[src/rtl/bcd_counter_pkg.sv]
// rtl/bcd_counter_pkg.sv - shared constants, digit-width helper and digit array type for the BCD up counter
//
// Contents:
//   DEF_RADIX, DEF_DIGITS : default modulus per digit and default number of digits
//   digit_width()         : number of bits needed to hold one digit of a given radix
//   digit_arr_t           : packed DEF_DIGITS x DEF_DW array, digit 0 least significant
package bcd_counter_pkg;

   localparam int DEF_RADIX  = 10;
   localparam int DEF_DIGITS = 2;

   // A radix of 2 still needs one bit, which $clog2(2) already gives.
   // The guard covers nonsensical radices below 2, so a width of 0 never appears.
   function automatic int digit_width(input int radix);
      if (radix <= 2)
         return 1;
      return $clog2(radix);
   endfunction

   localparam int DEF_DW = digit_width(DEF_RADIX);

   typedef logic [DEF_DIGITS-1:0][DEF_DW-1:0] digit_arr_t;

endpackage

[src/rtl/bcd_digit_counter.sv]
// rtl/bcd_digit_counter.sv - one modulo-RADIX up-counting digit stage with clear, clamped load and carry enable
//
// Ports:
//   clk          : clock, rising edge
//   rst          : synchronous active-high reset
//   clr          : synchronous clear to zero
//   load         : synchronous load of load_digit (clamped to RADIX-1)
//   load_digit   : value to load
//   carry_in     : increment enable from the carry chain
//   digit        : current digit value
//   at_max       : digit equals RADIX-1
//   load_clamped : load_digit is out of range (meaningful while load is high)
module bcd_digit_counter
   import bcd_counter_pkg::*;
#(
   parameter int RADIX = DEF_RADIX,
   parameter int DW    = digit_width(RADIX)
) (
   input  logic          clk,
   input  logic          rst,
   input  logic          clr,
   input  logic          load,
   input  logic [DW-1:0] load_digit,
   input  logic          carry_in,
   output logic [DW-1:0] digit,
   output logic          at_max,
   output logic          load_clamped
);

   localparam logic [DW-1:0] MAX_V   = DW'(RADIX - 1);
   // One extra bit so a power-of-two radix is representable for the compare.
   localparam logic [DW:0]   RADIX_W = (DW + 1)'(RADIX);

   logic [DW-1:0] load_safe;

   assign at_max       = (digit == MAX_V);
   // For a power-of-two radix every DW-bit value is in range, so this is constant 0.
   assign load_clamped = ({1'b0, load_digit} >= RADIX_W);
   assign load_safe    = load_clamped ? MAX_V : load_digit;

   always_ff @(posedge clk) begin
      if (rst) begin
         digit <= '0;
      end else if (clr) begin
         digit <= '0;
      end else if (load) begin
         digit <= load_safe;
      end else if (carry_in) begin
         digit <= at_max ? '0 : digit + DW'(1);
      end
   end

endmodule

[src/rtl/bcd_up_counter_cascade.sv]
// rtl/bcd_up_counter_cascade.sv - cascadable DIGITS x modulo-RADIX up counter with look-ahead tc and sticky overflow
//
// Ports:
//   clk      : clock, rising edge
//   rst      : synchronous active-high reset
//   clr      : synchronous clear of count, ovf and load_err
//   load     : synchronous parallel load from load_val; en ignored that cycle
//   load_val : digit i at [i*DW +: DW], digit 0 least significant
//   en       : count enable, one increment per cycle
//   count    : current count, same packing as load_val
//   tc       : combinational, en high and every digit at RADIX-1
//   ovf      : sticky, set on full wrap, cleared by clr or rst
//   load_err : one-cycle pulse after a load that had an out-of-range digit
module bcd_up_counter_cascade
   import bcd_counter_pkg::*;
#(
   parameter  int RADIX  = DEF_RADIX,
   parameter  int DIGITS = DEF_DIGITS,
   localparam int DW     = digit_width(RADIX)
) (
   input  logic                 clk,
   input  logic                 rst,
   input  logic                 clr,
   input  logic                 load,
   input  logic [DIGITS*DW-1:0] load_val,
   input  logic                 en,
   output logic [DIGITS*DW-1:0] count,
   output logic                 tc,
   output logic                 ovf,
   output logic                 load_err
);

   logic [DIGITS-1:0] at_max;
   logic [DIGITS-1:0] clamped;
   // carry[i] enables digit i; carry[DIGITS] is en with every digit at max.
   logic [DIGITS:0]   carry;

   assign carry[0] = en;

   for (genvar i = 0; i < DIGITS; i++) begin : g_digit
      assign carry[i+1] = carry[i] & at_max[i];

      bcd_digit_counter #(
         .RADIX (RADIX),
         .DW    (DW)
      ) u_digit (
         .clk          (clk),
         .rst          (rst),
         .clr          (clr),
         .load         (load),
         .load_digit   (load_val[i*DW +: DW]),
         .carry_in     (carry[i]),
         .digit        (count[i*DW +: DW]),
         .at_max       (at_max[i]),
         .load_clamped (clamped[i])
      );
   end

   // Same-cycle look-ahead so a downstream counter can use tc directly as its en.
   assign tc = carry[DIGITS];

   always_ff @(posedge clk) begin
      if (rst || clr) begin
         ovf      <= 1'b0;
         load_err <= 1'b0;
      end else if (load) begin
         load_err <= |clamped;
      end else begin
         load_err <= 1'b0;
         if (tc)
            ovf <= 1'b1;
      end
   end

endmodule

[config.mk]
export PLATFORM = sky130hd
export DESIGN_NAME = bcd_up_counter_cascade
export DESIGN_NICKNAME = d
export VERILOG_FILES = /design/src/rtl/bcd_counter_pkg.sv /design/src/rtl/bcd_digit_counter.sv /design/src/rtl/bcd_up_counter_cascade.sv
export SDC_FILE = /design/constraint.sdc
export NUM_CORES = 1
export LEC_CHECK = 0
export BUFFER_PORTS_ARGS = -buffer_cell sky130_fd_sc_hd__buf_2
export CORE_MARGIN = 1.5
export CORE_UTILIZATION = 35
export CTS_CLUSTER_DIAMETER = 30
export DETAILED_ROUTE_END_ITERATION = 8
export MAX_ROUTING_LAYER = met4
export SKIP_LAST_GASP = 1
export SLEW_MARGIN = 15
export SYNTH_ARGS = -nofsm -noshare
export SYNTH_HDL_FRONTEND = slang
export SYNTH_SLANG_ARGS = --single-unit
[constraint.sdc]
create_clock -name clk -period 1.87 [get_ports clk]
set_input_delay 0.187 -clock clk [delete_from_list [all_inputs] [get_ports clk]]
set_output_delay 0.187 -clock clk [all_outputs]
set_load 0.01 [all_outputs]
==> results of run 1 <==
==> area by class of cell <==
cell class              instances  area (sq um)  share of cell area, %
multi-input cells              53           325                   45.2
flip-flops and latches         10           200                   27.8
repair buffers                 23           115                   16.0
clock buffers                   4          36.3                   5.04
inverters                       6          22.5                   3.13
well taps                      16          20.0                   2.78
==> how the worst max path moves through the flow <==
| stage | start | end | slack [ns] | cells after the start |
|---|---|---|---|---|
| after floorplan | g_digit[0].u_digit.digit[3] | ovf | 0.59 | 4 |
| after global placement | g_digit[0].u_digit.digit[3] | tc | 0.54 | 4 |
| after detailed placement | g_digit[0].u_digit.digit[3] | tc | 0.52 | 4 |
| after CTS | g_digit[0].u_digit.digit[3] | tc | 0.21 | 4 |
| after global routing | g_digit[0].u_digit.digit[3] | tc | 0.07 | 4 |
| final | g_digit[0].u_digit.digit[3] | tc | 0.22 | 4 |
==> routing by layer <==
metal  part of all wire, %  track usage, %  wire, um  vias to the layer above
met5                     0               -         0                        -
met4                  0.84            7.50        11                        0
met3                   4.7            6.38        62                        2
met2                    47            27.0       618                       22
met1                    47            20.8       618                      266
li1                      -               -         -                      307
==> synthesized netlist by cell type, drive strengths merged <==
cell type,number,area [sq um]
inv,6,22.5
or2,2,12.5
a21oi,8,40.0
nor3,2,10.0
o21ai,8,40.0
nand4b,1,8.76
dfxtp,10,200
and4b,1,10.0
nor2,3,11.3
nor4,1,6.26
nor3b,1,12.5
nand2,6,22.5
a221oi,2,17.5
nor2b,5,31.3
a211oi,1,7.51
clkbuf,2,7.51
a22o,1,8.76
xnor2,2,17.5
a21o,2,15.0
a31oi,1,6.26
a311oi,2,17.5
nand3,3,20.0
mux2i,1,10.0
==> stage by stage <==
stage	setup WS, ns	utilization, %	instances	power [mW]	hold slack (ns)
after global placement	0.544	45.9	108	0.301	0.448
final	0.216	48.3	112	0.498	0.161
after detailed placement	0.517	45.9	108	0.302	0.451
after floorplan	0.594	-	71	0.272	0.334
after global routing	0.0750	48.3	112	0.528	0.166
after CTS	0.212	48.3	112	0.500	0.160
==> sequential cells by signal, indices dropped and copies added (netlist names) <==
| signal | count |
|---|---|
| g_digit.u_digit.digit | 8 |
| load_err | 1 |
| ovf | 1 |
==> power groups by stage <==
stage | sequential (mW) | clock, mW | combinational, mW
after detailed placement | 0.236 | 0 | 0.0658
after global routing | 0.233 | 0.221 | 0.0750
after floorplan | 0.238 | 0 | 0.0334
after global placement | 0.235 | 0 | 0.0654
after CTS | 0.231 | 0.202 | 0.0663
final | 0.231 | 0.201 | 0.0656
==> cell families (layout without fill, tap and decap cells) <==
logic type | Yosys count | count (layout) | synth area share [%]
mux | 1 | 1 | 1.80
simple gates | 25 | 25 | 26.1
buf+inv | 8 | 33 | 5.41
flops | 10 | 10 | 36.0
xor+xnor | 2 | 2 | 3.15
compound gates | 25 | 25 | 27.5
==> worst max-delay path: stages (launching register included) <==
cell	delay, ns
dfxtp_1	0.44
and4b_1	0.26
nand3_2	0.13
nor3b_2	0.21
buf_2	0.16
==> flow_metrics.py, run 1 <==
metrics = {
    "run_status": {
        "outcome": "finished clean",
    },
    "synth": {
        "syn_nets": 84,
        "synth_cell_types": 24,
        "synthCells": 71,
        "avgSynthCellArea_sq_um": 7.82,
        "synth_seq_cells": 10,
        "yosys_warnings": 0,
        "synth_seq_area_share_pct": 36.0,
        "syn-cell-area_sq_um": 556,
    },
    "timing": {
        "grt_setup_unrepaired": "no",
        "setup_viol": 0,
        "setup_tns_ns": 0,
        "slew_headroom_pct": 80.3,
        "tightest_slew_ns": 0.293,
        "hold_viol": 0,
        "clock.fmax_mhz": 605,
        "finClkSkew_ns": 0.00724,
        "fin_crit_sh_pct": 88.4,
        "fin_crit_ns": 1.65,
        "drv_slew": 0,
    },
    "global_routing": {
        "track_usage_pct": 17.7,
        "grt_pass1_vias": 532,
        "overflow": 0,
        "antenna_found_initial": 0,
        "grt_first_pass_wirelength_mm": 2.34,
        "grt_max_degree": 12,
    },
    "worst_hold_path": {
        "whs_endpoint": "g_digit[1].u_digit.digit[0]",
        "hold_depth": 3,
        "worstHoldStart": "load_val[4]",
        "hold_class": "primary input to register",
    },
    "pwr": {
        "p_switching_uw": 129,
        "powerDensity_mw_per_mm2": 692,
        "p_leak_nw": 0.327,
        "vdd_ir_drop_max_mv": 0.415,
        "p_clk_share_pct": 40.3,
        "pwr-share-seq_pct": 46.5,
        "p_sw_share_pct": 25.9,
        "intPower_uw": 369,
        "pwr-share-comb_pct": 13.2,
    },
    "place": {
        "hpwl_um": 988,
        "portBuffers": 23,
        "placed_cell_area_sq_um": 683,
        "gp_congestion": 0.725,
    },
    "setup_path": {
        "arrival_ns": 1.47,
        "r2r_end": "g_digit[1].u_digit.digit[2]",
        "worst_ep_required_time_ns": 1.68,
        "reg2reg_depth": 4,
        "rrSetupSlack_ns": 0.58,
        "cp_max_fo": 7,
        "setup.worst_path.end_class": "output port",
        "critPathLaunchType": "register",
        "worstSetupPathType": "register to output port",
        "reg2reg_from": "g_digit[0].u_digit.digit[3]",
    },
    "cts": {
        "clk_pin_slew_ns": 0.08,
        "numCtsBuffers": 3,
        "clockBufferDepth": 2,
        "clock-root-buffer": "clkbuf_4",
        "clkSinkCount": 10,
        "clk_latency_ns": 0.27,
        "h-tree-depth": 1,
        "cts_tree": "yes",
        "post_cts_buffers": 0,
        "cts_resized": 0,
        "cts_hold_buf": 0,
    },
    "die": {
        "die_area_sq_mm": 0.00184,
        "rows": 14,
        "initial_utilization_pct": 37.3,
        "core_area_sq_mm": 0.00149,
        "die_h_um": 42.8,
        "ios": 24,
        "dieWidth_um": 42.8,
    },
    "drt": {
        "wirelength_mm": 1.31,
        "vias": 597,
        "drt_iter0_drc": 18,
        "viasPerCell": 5.33,
        "drc_errors": 0,
        "firstDrtPassIters": 4,
        "ant_nets": 0,
        "wl_per_cell_um": 11.7,
    },
    "finish": {
        "layout_common_cells": "buf_2, dfxtp_1, o21ai_0, a21oi_1",
        "fin_area_sq_um": 719,
        "area_growth_pct": 29.5,
        "antenna_cells": 0,
        "n_fill_cell": 149,
        "nets": 110,
        "drive_gt1_share_pct": 32.3,
        "final_common_cell": "buf_2",
    },
    "job": {
        "drv_cap": 0,
    },
}
No activity file was read; power rests on OpenSTA's default activity.
==> inputs of run 2 (changes only) <==
Settings changed: CORE_MARGIN 1.5 to unset.
==> flow_metrics.py, run 2 (synthesized netlist as in run 1, its figures left out) <==
metrics = {
    "cts": {
        "h-tree-depth": 1,
        "numCtsBuffers": 3,
        "clockBufferDepth": 2,
        "cts_hold_buf": 0,
        "post_cts_buffers": 0,
        "cts_tree": "yes",
        "clk_pin_slew_ns": 0.07,
        "clk_latency_ns": 0.26,
        "cts_resized": 0,
        "clkSinkCount": 10,
        "clock-root-buffer": "clkbuf_4",
    },
    "die": {
        "rows": 14,
        "dieWidth_um": 41.8,
        "ios": 24,
        "initial_utilization_pct": 37.3,
        "die_h_um": 41.8,
        "core_area_sq_mm": 0.00149,
        "die_area_sq_mm": 0.00175,
    },
    "drt": {
        "wirelength_mm": 1.24,
        "wl_per_cell_um": 11.2,
        "drt_iter0_drc": 14,
        "firstDrtPassIters": 4,
        "viasPerCell": 5.14,
        "drc_errors": 0,
        "ant_nets": 0,
        "vias": 570,
    },
    "place": {
        "dp.cells": 108,
        "gp_congestion": 0.754,
        "portBuffers": 23,
        "hpwl_um": 955,
    },
    "finish": {
        "reg_top3": "g_digit.u_digit.digit x8, load_err x1, ovf x1",
        "finalNonFillerCells": 111,
        "largest_reg_flops": 8,
        "antenna_cells": 0,
        "regMostFlops": "g_digit.u_digit.digit",
        "layout_common_cells": "buf_2, dfxtp_1, o21ai_0, a21oi_1",
        "area_growth_pct": 27.0,
        "drive_gt1_share_pct": 31.6,
        "final_common_cell": "buf_2",
        "final_core_util_pct": 47.4,
        "nets": 110,
    },
    "global_routing": {
        "grt_first_pass_wirelength_mm": 2.17,
        "overflow": 0,
        "grt_max_degree": 12,
        "antenna_found_initial": 0,
        "grt_pass1_vias": 509,
        "track_usage_pct": 17.1,
    },
    "timing": {
        "grt_setup_unrepaired": "no",
        "drv_slew": 0,
        "fin_crit_sh_pct": 86.5,
        "finClkSkew_ns": 0.00113,
        "tightest_slew_ns": 0.276,
        "fin_crit_ns": 1.62,
        "slew_headroom_pct": 81.4,
        "setup_viol": 0,
        "clock.fmax_mhz": 618,
        "hold_viol": 0,
        "timing.hold.ws_ns": 0.182,
        "setup_tns_ns": 0,
    },
    "pwr": {
        "p_switching_uw": 121,
        "pwr-share-seq_pct": 51.7,
        "p_clk_share_pct": 33.6,
        "pwr-share-comb_pct": 14.7,
        "intPower_uw": 325,
        "powerDensity_mw_per_mm2": 633,
        "p_leak_nw": 0.320,
        "total_power_uw": 446,
        "vdd_ir_drop_max_mv": 0.351,
        "p_sw_share_pct": 27.2,
    },
    "worst_hold_path": {
        "hold_class": "primary input to register",
    },
    "job": {
        "drv_cap": 0,
    },
    "setup_path": {
        "critPathMaxStageDelay_ns": 0.42,
        "worstSetupPathType": "register to output port",
        "crit_chain": "and4b_1, nand3_2, nor3b_2, buf_2",
        "cp_max_fo": 7,
        "setup.worst_path.end_class": "output port",
        "slowest_stage": "dfxtp_1",
        "worst_ep_required_time_ns": 1.68,
        "critPathLaunchType": "register",
        "arrival_ns": 1.43,
    },
    "run_status": {
        "outcome": "finished clean",
    },
}
-- run 2: changes by cell type in the layout (fill, tap and decap cells not counted) --
cell,change
clkbuf_8,-1
-- run 2: final timing paths --
kind | start | to | slack, ns | cells past startpoint
setup / recovery | g_digit[0].u_digit.digit[3] | tc | 0.25 | 4
setup reg to reg | g_digit[0].u_digit.digit[1] | g_digit[0].u_digit.digit[3] | 0.62 | 4
hold / removal | load_val[4] | g_digit[1].u_digit.digit[0] | 0.18 | 3
hold reg to reg | ovf | ovf | 0.48 | 1
-- run 2: final cells by class --
type	instances	area, sq um
well taps	16	20.0
inverters	6	22.5
repair buffers	23	115
fillers	149	783
multi-input cells	53	325
flip-flops and latches	10	200
clock buffers	3	22.5
-- run 2: worst max-delay path, delay by kind of cell (launching register included) --
kind | cells | cell delay (ns)
buf+inv | 1 | 0.16
flops | 1 | 0.42
simple gates | 3 | 0.60
-- run 2: power by group through the flow --
stage | Combinational, mW | Clock, mW | Sequential (mW)
5_1_grt | 0.0746 | 0.160 | 0.232
3_5_place_dp | 0.0656 | 0 | 0.236
6_report | 0.0658 | 0.150 | 0.231
4_1_cts | 0.0659 | 0.151 | 0.231
2_1_floorplan | 0.0334 | 0 | 0.238
3_3_place_gp | 0.0654 | 0 | 0.235
-- run 2: layer usage --
metal	GRT usage (%)	vias to the layer above	wire length (um)
li1	-	305	-
met1	21.4	250	624
met5	-	-	0
met2	25.3	13	561
met4	11.6	0	10
met3	2.61	2	43
-- run 2: per-stage QoR --
| step | setup slack, ns | instance area [sq um] |
|---|---|---|
| floorplan | 0.594 | 556 |
| global placement | 0.544 | 683 |
| detailed placement | 0.526 | 683 |
| CTS | 0.230 | 706 |
| global route | 0.128 | 706 |
| finish | 0.252 | 706 |
